### config.mk
export PLATFORM = sky130hd
export DESIGN_NAME = mips_multicycle_ctrl
export DESIGN_NICKNAME = d
export VERILOG_FILES = /design/src/rtl/mips_multicycle_ctrl.sv
export SDC_FILE = /design/constraint.sdc
export NUM_CORES = 1
export LEC_CHECK = 0
export BUFFER_PORTS_ARGS = -buffer_cell sky130_fd_sc_hd__buf_4
export CAP_MARGIN = 25
export CORE_MARGIN = 2
export CORE_UTILIZATION = 30
export CTS_BUF_LIST = sky130_fd_sc_hd__clkbuf_16
export CTS_CLUSTER_DIAMETER = 150
export DETAILED_ROUTE_END_ITERATION = 10
export PLACE_DENSITY = 0.64
export REMOVE_ABC_BUFFERS = 1
export SETUP_SLACK_MARGIN = 0.1
export SLEW_MARGIN = 20
export SYNTH_ARGS = -nofsm -noshare
export SYNTH_HDL_FRONTEND = slang
export SYNTH_SLANG_ARGS = --single-unit
### constraint.sdc
create_clock -name clk -period 2 [get_ports clk]
set_input_delay 0.3 -clock clk [delete_from_list [all_inputs] [get_ports clk]]
set_output_delay 0.3 -clock clk [all_outputs]
set_load 0.02 [all_outputs]
### src/rtl/mips_multicycle_ctrl.sv
// Multicycle control FSM for the MIPS-compatible core.
// It sequences FETCH/DECODE/EXEC1/EXEC2 and stalls on memory waitrequest.
// Three conditions stop the core in HALTED, which only reset leaves:
//   - an illegal instruction,
//   - jr to address zero,
//   - an optional memory-stall timeout.
// All datapath strobes are combinational functions of the registered
// state and the current opcode/fncode (plus alu_zero for branches).
module mips_multicycle_ctrl #(
  parameter int TIMEOUT_CYCLES  = 0,
  parameter int TIMEOUT_W       = 8,
  parameter int HALT_ON_ILLEGAL = 1
) (
  input  logic       clk,
  input  logic       reset_n,
  input  logic [5:0] opcode,
  input  logic [5:0] fncode,
  input  logic       waitrequest,
  input  logic       alu_zero,
  input  logic       jr_target_zero,
  output logic [2:0] state,
  output logic [1:0] regdst,
  output logic       regwrite,
  output logic       iord,
  output logic       irwrite,
  output logic       pcwrite,
  output logic [1:0] pcsource,
  output logic       memread,
  output logic       memwrite,
  output logic [1:0] memtoreg,
  output logic [1:0] aluop,
  output logic       alusrc,
  output logic       active,
  output logic       illegal,
  output logic       timeout
);

  localparam logic [2:0] S_IDLE   = 3'd0;
  localparam logic [2:0] S_FETCH  = 3'd1;
  localparam logic [2:0] S_DECODE = 3'd2;
  localparam logic [2:0] S_EXEC1  = 3'd3;
  localparam logic [2:0] S_EXEC2  = 3'd4;
  localparam logic [2:0] S_HALTED = 3'd7;

  localparam logic [5:0] OP_RTYPE = 6'h00;
  localparam logic [5:0] OP_J     = 6'h02;
  localparam logic [5:0] OP_JAL   = 6'h03;
  localparam logic [5:0] OP_BEQ   = 6'h04;
  localparam logic [5:0] OP_BNE   = 6'h05;
  localparam logic [5:0] OP_ADDIU = 6'h09;
  localparam logic [5:0] OP_LW    = 6'h23;
  localparam logic [5:0] OP_SW    = 6'h2b;

  localparam logic [5:0] FN_JR    = 6'h08;
  localparam logic [5:0] FN_ADDU  = 6'h21;
  localparam logic [5:0] FN_SUBU  = 6'h23;
  localparam logic [5:0] FN_AND   = 6'h24;
  localparam logic [5:0] FN_OR    = 6'h25;

  // A zero TIMEOUT_CYCLES turns the stall watchdog off entirely.
  localparam bit                   TO_EN   = (TIMEOUT_CYCLES > 0);
  localparam logic [TIMEOUT_W-1:0] TO_LAST =
    TIMEOUT_W'((TIMEOUT_CYCLES > 0) ? (TIMEOUT_CYCLES - 1) : 0);
  localparam logic [TIMEOUT_W-1:0] CNT_MAX = {TIMEOUT_W{1'b1}};

  logic [2:0]           state_q, state_d;
  logic [TIMEOUT_W-1:0] cnt_q, cnt_d;
  logic                 illegal_q, illegal_d;
  logic                 timeout_q, timeout_d;

  logic is_rtype, is_alu, is_jr, is_addiu, is_lw, is_sw;
  logic is_beq, is_bne, is_j, is_jal;
  logic mem_wait, to_hit;

  // Instruction class decode; anything not matched is treated as illegal.
  always_comb begin
    is_rtype = (opcode == OP_RTYPE);
    is_alu   = is_rtype && ((fncode == FN_ADDU) || (fncode == FN_SUBU) ||
                            (fncode == FN_AND)  || (fncode == FN_OR));
    is_jr    = is_rtype && (fncode == FN_JR);
    is_addiu = (opcode == OP_ADDIU);
    is_lw    = (opcode == OP_LW);
    is_sw    = (opcode == OP_SW);
    is_beq   = (opcode == OP_BEQ);
    is_bne   = (opcode == OP_BNE);
    is_j     = (opcode == OP_J);
    is_jal   = (opcode == OP_JAL);
  end

  // A memory state is being held open by waitrequest this cycle.
  // The timeout fires on the last permitted stall cycle.
  always_comb begin
    mem_wait = waitrequest && ((state_q == S_FETCH) ||
                               ((state_q == S_EXEC1) && is_lw) ||
                               ((state_q == S_EXEC2) && is_sw));
    to_hit   = TO_EN && mem_wait && (cnt_q == TO_LAST);
  end

  // Datapath strobes for the current state.
  always_comb begin
    regdst   = 2'd0;
    regwrite = 1'b0;
    iord     = 1'b0;
    irwrite  = 1'b0;
    pcwrite  = 1'b0;
    pcsource = 2'd0;
    memread  = 1'b0;
    memwrite = 1'b0;
    memtoreg = 2'd0;
    aluop    = 2'd0;
    alusrc   = 1'b0;
    unique case (state_q)
      S_FETCH: begin
        memread = 1'b1;
        iord    = 1'b0;
      end
      S_DECODE: begin
        // Latch the instruction and step PC to PC+4 in one go.
        irwrite  = 1'b1;
        pcwrite  = 1'b1;
        pcsource = 2'd0;
        aluop    = 2'd0;
      end
      S_EXEC1: begin
        if (is_alu) begin
          aluop  = 2'd2;
          alusrc = 1'b0;
        end else if (is_jr) begin
          pcwrite  = 1'b1;
          pcsource = 2'd3;
        end else if (is_addiu || is_sw) begin
          aluop  = 2'd0;
          alusrc = 1'b1;
        end else if (is_lw) begin
          aluop   = 2'd0;
          alusrc  = 1'b1;
          iord    = 1'b1;
          memread = 1'b1;
        end else if (is_beq || is_bne) begin
          aluop    = 2'd1;
          alusrc   = 1'b0;
          pcsource = 2'd1;
          pcwrite  = is_beq ? alu_zero : !alu_zero;
        end else if (is_j) begin
          pcwrite  = 1'b1;
          pcsource = 2'd2;
        end else if (is_jal) begin
          // PC still holds PC+4 here, so the link write sees the return address.
          pcwrite  = 1'b1;
          pcsource = 2'd2;
          regwrite = 1'b1;
          regdst   = 2'd2;
          memtoreg = 2'd2;
        end
      end
      S_EXEC2: begin
        if (is_alu) begin
          regwrite = 1'b1;
          regdst   = 2'd1;
          memtoreg = 2'd0;
        end else if (is_addiu) begin
          regwrite = 1'b1;
          regdst   = 2'd0;
          memtoreg = 2'd0;
        end else if (is_lw) begin
          regwrite = 1'b1;
          regdst   = 2'd0;
          memtoreg = 2'd1;
        end else if (is_sw) begin
          iord     = 1'b1;
          memwrite = 1'b1;
          aluop    = 2'd0;
          alusrc   = 1'b1;
        end
      end
      default: ;
    endcase
  end

  // Next state and sticky halt-cause flags.
  always_comb begin
    state_d   = state_q;
    illegal_d = illegal_q;
    timeout_d = timeout_q;
    unique case (state_q)
      S_IDLE:   state_d = S_FETCH;
      S_FETCH:  if (!waitrequest) state_d = S_DECODE;
      S_DECODE: state_d = S_EXEC1;
      S_EXEC1: begin
        if (is_alu || is_addiu || is_sw) begin
          state_d = S_EXEC2;
        end else if (is_lw) begin
          if (!waitrequest) state_d = S_EXEC2;
        end else if (is_jr) begin
          state_d = jr_target_zero ? S_HALTED : S_FETCH;
        end else if (is_beq || is_bne || is_j || is_jal) begin
          state_d = S_FETCH;
        end else if (HALT_ON_ILLEGAL != 0) begin
          state_d   = S_HALTED;
          illegal_d = 1'b1;
        end else begin
          state_d = S_FETCH;
        end
      end
      S_EXEC2:  if (!(is_sw && waitrequest)) state_d = S_FETCH;
      S_HALTED: state_d = S_HALTED;
      // Unused encodings park the core rather than run off.
      default:  state_d = S_HALTED;
    endcase
    if (to_hit) begin
      state_d   = S_HALTED;
      timeout_d = 1'b1;
    end
  end

  // Stall counter: counts held memory cycles and clears on any state change.
  always_comb begin
    if (mem_wait && !to_hit) cnt_d = (cnt_q == CNT_MAX) ? cnt_q : cnt_q + 1'b1;
    else                     cnt_d = '0;
  end

  // State and flag registers.
  always_ff @(posedge clk or negedge reset_n) begin
    if (!reset_n) begin
      state_q   <= S_IDLE;
      cnt_q     <= '0;
      illegal_q <= 1'b0;
      timeout_q <= 1'b0;
    end else begin
      state_q   <= state_d;
      cnt_q     <= cnt_d;
      illegal_q <= illegal_d;
      timeout_q <= timeout_d;
    end
  end

  assign state   = state_q;
  assign active  = (state_q == S_FETCH) || (state_q == S_DECODE) ||
                   (state_q == S_EXEC1) || (state_q == S_EXEC2);
  assign illegal = illegal_q;
  assign timeout = timeout_q;

endmodule

==> reports/results.ini, run 1 <==
[outcome]
outcome = finished, violations left
violations = negative setup slack

[power]
total_power_mw = 0.488
ir_worst_vdd_mv = 0.539
power_density_nw_per_um2 = 391
p_leak_nw = 0.558

[die]
dieArea_um2 = 2310
die_height_um = 48.1
die_w_um = 48.1
initial_core_util_pct = 32.7
core_um2 = 1780
ioPinCount = 38
rows = 15

[sta]
holdWs_ns = 0.406
min_period_over_period_pct = 110
fin_tns_setup_ns = -1.06
fin_crit_ns = 2.20
drv_slew = 0
hold_viol = 0
fmax_mhz = 454
rsz0062_at_grt = true
fin_ws_ns = -0.201
setup_viol = 9
finClkSkew_ns = 0.000226

[global_routing]
grt_overflow_total = 0
grt_pass1_wl_um = 3210
grt_pass1_vias = 810
grt_usage_pct = 20.3
antenna_found_initial = 0
grt_max_degree = 11

[logic_synthesis]
syn_area_um2 = 583
avgSynthCellArea_um2 = 7.67
yosys_warnings = 0
synth_edf_count = 0
async_flop_share_pct = 100
synthCells = 76
synth.distinct_cells = 38
ys_ff_latch = 4
yosysSeqAreaShare_pct = 17.2
synthFlopType = dfrtp_1

[cts]
ctsHtreeMaxLevel = 1
numCtsBuffers = 3
cts_tree = done
ctsLongestPathBuffers = 2
clock_latency_ns = 0.22
cts-root-buf = clkbuf_16
clock_sinks = 4
clk_pin_slew_ns = 0.03

[routing]
dr.pass1.iters = 4
wl_per_cell_um = 13.7
route.detailed.drc = 0
detail_route.iter0.violations = 5
viasPerCell = 5.12
vias = 830
final_antenna_net_count = 0
wl_um = 2230

[critical_path]
cp.required_ns = 1.70
crit_path_end_kind = output pin
reg2reg_depth = 6
cp.arrival_ns = 1.90
max_stage_delay_ns = 0.55
cp_max_fo = 4
crit_family = simple AND/OR/NAND/NOR gates
worst_path_most_repeated_cell = buf_6
crit_type = in -> out
cp_slowest_cell = or4_4
crit_chain = buf_6 -> or4_4 -> a2111oi_4 -> or3_4 -> a211oi_2 -> or2_1 -> buf_6
crit_cells = 7
start_kind = input port
cp.buffers_inverters = 2

[flow_run]
cap_violations = 0

[final_layout]
antenna-diode-count = 0
post-route-util_pct = 70.0
nNetsFinal = 156
fin_cells = 162
drive_above_1_share_pct = 62.0
n_fill_cell = 150
design_area_um2 = 1250
synthToLayoutAreaGrowth_pct = 114

[place]
place_area_um2 = 1020
dp_slack_ns = -0.265
gp_congestion = 0.834
io_buffers = 36
dpl.cell_count = 154
dp_hpwl_um = 1560

[worst_hold_path]
hold_path.class = in -> async

logic make-up (layout without fill, tap and decap cells):
family                    Yosys count  count (layout)  share of synthesized area (%)
AOI/OAI and AO/OA                  18              18                           27.3
xor gates and xnor gates            2               2                           3.00
buffers and inverters               9              70                           7.08
DFF                                 4               4                           17.2
other                               1               1                          0.643
and+or+nand+nor                    42              42                           44.9
worst paths after layout:
path / endpoint / slack [ns] / start
min in group clk: illegal / 0.46 / illegal
worst max register to register: state[1] / 0.34 / state[2]
worst min register to register: illegal / 0.46 / illegal
worst max-delay path: pcwrite / -0.20 / fncode[4]
worst min-delay path: illegal / 0.41 / reset_n
max in group asynchronous: state[2] / 1.49 / reset_n
state kept, by name (all words and copies together) (netlist names):
| register | count |
|---|---|
| state | 3 |
| illegal | 1 |
cells in the mapped netlist (2+ instances only):
| library cell | instances | area [um^2] |
|---|---|---|
| o21bai_1 | 2 | 15.0 |
| and3_1 | 2 | 12.5 |
| o21ai_0 | 4 | 20.0 |
| nand2b_1 | 5 | 31.3 |
| nor3b_1 | 2 | 15.0 |
| xnor2_1 | 2 | 17.5 |
| dfrtp_1 | 4 | 100 |
| a31oi_1 | 3 | 18.8 |
| and2_1 | 2 | 12.5 |
| nor2b_1 | 2 | 12.5 |
| nand2_1 | 6 | 22.5 |
| buf_4 | 2 | 15.0 |
| nor3_1 | 2 | 10.0 |
| clkbuf_1 | 2 | 7.51 |
| inv_1 | 5 | 18.8 |
| nor4_1 | 2 | 12.5 |
| nor2_1 | 8 | 30.0 |
where the power goes:
group	switching (mW)	leakage [nW]	internal [mW]	total (mW)
clock network	0.0560	0.0370	0.255	0.311
logic	0.0418	0.486	0.0517	0.0935
registers	0.000520	0.0356	0.0826	0.0831
total	0.0983	0.558	0.390	0.488
layer usage:
metal | vias up | track usage, % | wire length, um
met5 | - | 0 | 0
met4 | 0 | 16.2 | 79
met3 | 10 | 3.02 | 117
met2 | 35 | 38.7 | 1210
met1 | 387 | 18.6 | 819
li1 | 398 | - | -
placed cells by master, fill, tap and decap left out, types with 2 or more instances in the layout:
master,synthesis,layout
inv_1,5,4
o21bai_1,2,2
nand2b_1,5,5
a2111oi_4,1,2
a31oi_1,3,3
o21ai_0,4,4
nand2_1,6,4
or3_4,1,2
xnor2_1,2,2
nor4_4,1,2
nand2_2,0,2
dfrtp_1,4,4
clkbuf_16,0,3
nor2_1,8,7
buf_4,2,53
buf_6,0,8
timing repair:
| action | CTS | global route |
|---|---|---|
| setup buffers | 4 | 1 |
| hold buffers | 1 | 0 |
| pin swaps | 11 | 3 |
| endpoints found under the setup margin | 10 | 13 |
| resized for setup | 15 | 10 |
| hold endpoints to repair | 4 | 0 |
cell type report:
cell class	instances	area [um^2]	share of cell area (%)
inverter	5	18.8	1.50
tap	25	31.3	2.51
multi-input combinational	63	524	42.0
timing repair buffer	62	498	39.9
clock buffer	3	75.1	6.02
sequential	4	100	8.02
Note: power is estimated with default switching activity, not from simulation.
==> run 2, diff against run 1 <==
--- a/config.mk
+++ b/config.mk
@@ -7,2 +7,3 @@
 export LEC_CHECK = 0
+export ABC_AREA = 1
 export BUFFER_PORTS_ARGS = -buffer_cell sky130_fd_sc_hd__buf_4
@@ -14,3 +15,3 @@
 export DETAILED_ROUTE_END_ITERATION = 10
-export PLACE_DENSITY = 0.64
+export PLACE_DENSITY = 0.63
 export REMOVE_ABC_BUFFERS = 1
--- a/constraint.sdc
+++ b/constraint.sdc
@@ -3,2 +3,2 @@
 set_output_delay 0.3 -clock clk [all_outputs]
-set_load 0.02 [all_outputs]
+set_load 0.01 [all_outputs]
==> run 2 against run 1 <==
Against the previous run: the flow now finishes without violations; register-to-register slack better by 0.27 ns; cell area is 21% lower; clock power is 2% lower; final cell count is 6.2% higher; worst setup slack better by 0.38 ns; highest routed layer is now met3; total power is 26% higher; first-iteration DRC count grew to 2.6 times the previous value; combinational power is 110% higher; die area is 1.4% higher; hold slack worse by 0.052 ns; clock-buffer cell count stayed put.
==> reports/results.ini, run 2 <==
[critical_path]
cp.required_ns = 1.70  ; about the same
max_stage_delay_ns = 0.30  ; -0.25 ns
cp_max_fo = 4  ; unchanged
start_kind = input port
crit_chain = buf_4 -> nor2_2 -> nand2_2 -> nor2_4 -> nand2_2 -> nand2_4 -> nor2_2 -> or3_1 -> buf_4
crit_path_end_kind = output pin
crit_type = in -> out
cp_slowest_cell = or3_1
cp.arrival_ns = 1.53  ; -0.37 ns

[logic_synthesis]
synth-simple-area-share_pct = 55.8  ; +11 points
synth_adder_area_share_pct = 0  ; unchanged
syn_area_um2 = 592  ; +1.5%
yosysSeqAreaShare_pct = 16.9  ; -0.25 points
ys_ff_latch = 4  ; unchanged
yosysTopAreaCell = dfrtp_1
synth_commonest_cells = 19 x nand2_1, 17 x inv_1, 17 x nor2_1, 12 x nand3_1, 7 x o21ai_0
synth_edf_count = 0  ; unchanged
avgSynthCellArea_um2 = 5.64  ; -27%
synth.area.mux_share_pct = 0  ; unchanged
synth_area_leaders = dfrtp_1 17%, nand2_1 12%, inv_1 11%
synthCells = 105  ; +38%
synth_compound_area_share_pct = 10.6  ; -17 points
synth.distinct_cells = 21  ; -45%
yosysMostFrequentCell = nand2_1
synthFlopType = dfrtp_1
yosys_warnings = 0  ; unchanged
async_flop_share_pct = 100  ; unchanged
yosysTopAreaCellShare_pct = 16.9  ; -0.25 points
synth_top_family_by_area = simple AND/OR/NAND/NOR gates
synth_xor_area_share_pct = 1.48  ; -1.5 points

[cts]
ctsLongestPathBuffers = 2  ; unchanged
clk_pin_slew_ns = 0.03  ; about the same
cts_tree = done
ctsHtreeMaxLevel = 1  ; unchanged
clock_sinks = 4  ; unchanged
numCtsBuffers = 3  ; unchanged
clock_latency_ns = 0.22  ; about the same
cts-root-buf = clkbuf_16

[final_layout]
nNetsFinal = 164  ; +5.1%
fin_cells = 172  ; +6.2%
layout_commonest_cell = buf_4
antenna-diode-count = 0  ; unchanged
largest_reg_flops = 3  ; unchanged
drive_above_1_share_pct = 40.0  ; -22 points
final_cell_mix = 38 x buf_4, 19 x nand2_1, 17 x inv_1
design_area_um2 = 988  ; -21%
synthToLayoutAreaGrowth_pct = 67.0

[die]
rows = 16  ; +1
die_w_um = 48.4  ; +0.69%
initial_core_util_pct = 31.1  ; -1.6 points
ioPinCount = 38  ; unchanged
die_height_um = 48.4  ; +0.69%
core_um2 = 1900  ; +6.7%
dieArea_um2 = 2340  ; +1.4%

[routing]
detail_route.iter0.violations = 13  ; +8
route.detailed.drc = 0  ; unchanged
dr.pass1.iters = 4  ; unchanged
viasPerCell = 4.52  ; -12%
vias = 778  ; -6.3%
wl_met3_um = 94  ; -20%
wl_met2_um = 899  ; -26%
wl_per_cell_um = 10.3  ; -25%
wl_um = 1770  ; -20%
final_antenna_net_count = 0  ; unchanged
top_layer = met3
met1Wirelength_um = 779  ; -4.9%

[global_routing]
grt_pass1_wl_um = 3000  ; -6.5%
grt_overflow_total = 0  ; unchanged
grt_pass1_vias = 729  ; -10%
antenna_found_initial = 0  ; unchanged
grt_usage_pct = 16.0  ; -4.3 points
grt_max_degree = 7  ; -4

[sta]
min_period_over_period_pct = 91.3  ; -19 points
finClkSkew_ns = 0.00111  ; +0.000886 ns
fin_crit_ns = 1.83  ; -0.376 ns
drv_slew = 0  ; unchanged
hold_viol = 0  ; unchanged
setup_viol = 0  ; -9
fmax_mhz = 548  ; +21%
fin_tns_setup_ns = 0  ; +1.06 ns
rsz0062_at_grt = true
holdWs_ns = 0.354  ; -0.0519 ns

[outcome]
outcome = completed

[worst_hold_path]
hold_path.class = in -> reg

[flow_run]
cap_violations = 0  ; unchanged

[place]
io_buffers = 36  ; unchanged
place_area_um2 = 888  ; -13%
dpl.cell_count = 167  ; +8.4%
dp_hpwl_um = 1520  ; -2.9%
gp_congestion = 0.849  ; +1.8%

[power]
power_density_nw_per_um2 = 622  ; +59%
p_leak_nw = 0.486  ; -13%
ir_worst_vdd_mv = 0.613  ; +14%
total_power_mw = 0.614  ; +26%

-- run 2: changes by cell type after synthesis, sizes merged, moves of 3 or more --
cell	change
nand2	+18
nor2	+16
inv	+14
nand3	+13
nand2b	-5
a21oi	+4
a31oi	-3
nor4	-3
o21ai	+3
-- run 2: area by class of cell --
| class | instances | area (um^2) |
|---|---|---|
| timing repair buffer | 39 | 295 |
| tap | 27 | 33.8 |
| clock buffer | 3 | 75.1 |
| fill | 205 | 913 |
| sequential | 4 | 100 |
| multi-input combinational | 80 | 413 |
| inverter | 19 | 71.3 |
-- run 2: cells by family (layout without fill, tap and decap cells) --
logic type | Yosys count | after routing
buffers and inverters | 21 | 61
other | 1 | 1
AO/OA/AOI/OAI | 12 | 12
flip-flops | 4 | 4
AND/OR/NAND/NOR | 66 | 66
XOR/XNOR | 1 | 1
-- run 2: stage by stage --
step	setup slack [ns]	util, %
after floorplan	0.456	-
after global placement	0.198	46.7
after detailed placement	0.184	46.7
after CTS	0.133	51.2
after global routing	0.0891	52.0
final	0.175	52.0
-- run 2: routing by layer --
metal / global-route usage (%) / vias to the layer above
li1: - / 406
met1: 19.2 / 349
met2: 28.0 / 23
met3: 5.56 / 0
met4: 2.86 / 0
met5: 0 / -
-- run 2: final timing paths --
| path | end | depth (start not counted) | slack [ns] | from |
|---|---|---|---|---|
| worst max register to register | state[0] | 8 | 0.61 | state[1] |
| max in group asynchronous | state[1] | 2 | 1.48 | reset_n |
| min in group asynchronous | illegal | 2 | 0.42 | reset_n |
| worst min register to register | illegal | 1 | 0.50 | illegal |
| worst max-delay path | regwrite | 9 | 0.17 | opcode[2] |
| worst min-delay path | state[0] | 3 | 0.35 | waitrequest |
-- run 2: repair_timing --
action | 4_1_cts | 5_1_grt
gates resized for setup | 0 | 3
setup endpoints to repair | 0 | 3
hold endpoints to repair | 4 | 0
hold buffers | 1 | 0
setup buffers | 0 | 1
-- run 2: worst max-delay path, delay by kind of cell --
family / cells / cell delay (ns)
and+or+nand+nor: 7 / 0.95
buffers and inverters: 2 / 0.27
-- run 2: report_power, final --
group	switching (mW)	total (mW)	internal, mW
clock	0.0503	0.305	0.255
sequential	0.0171	0.113	0.0955
combinational	0.105	0.197	0.0920
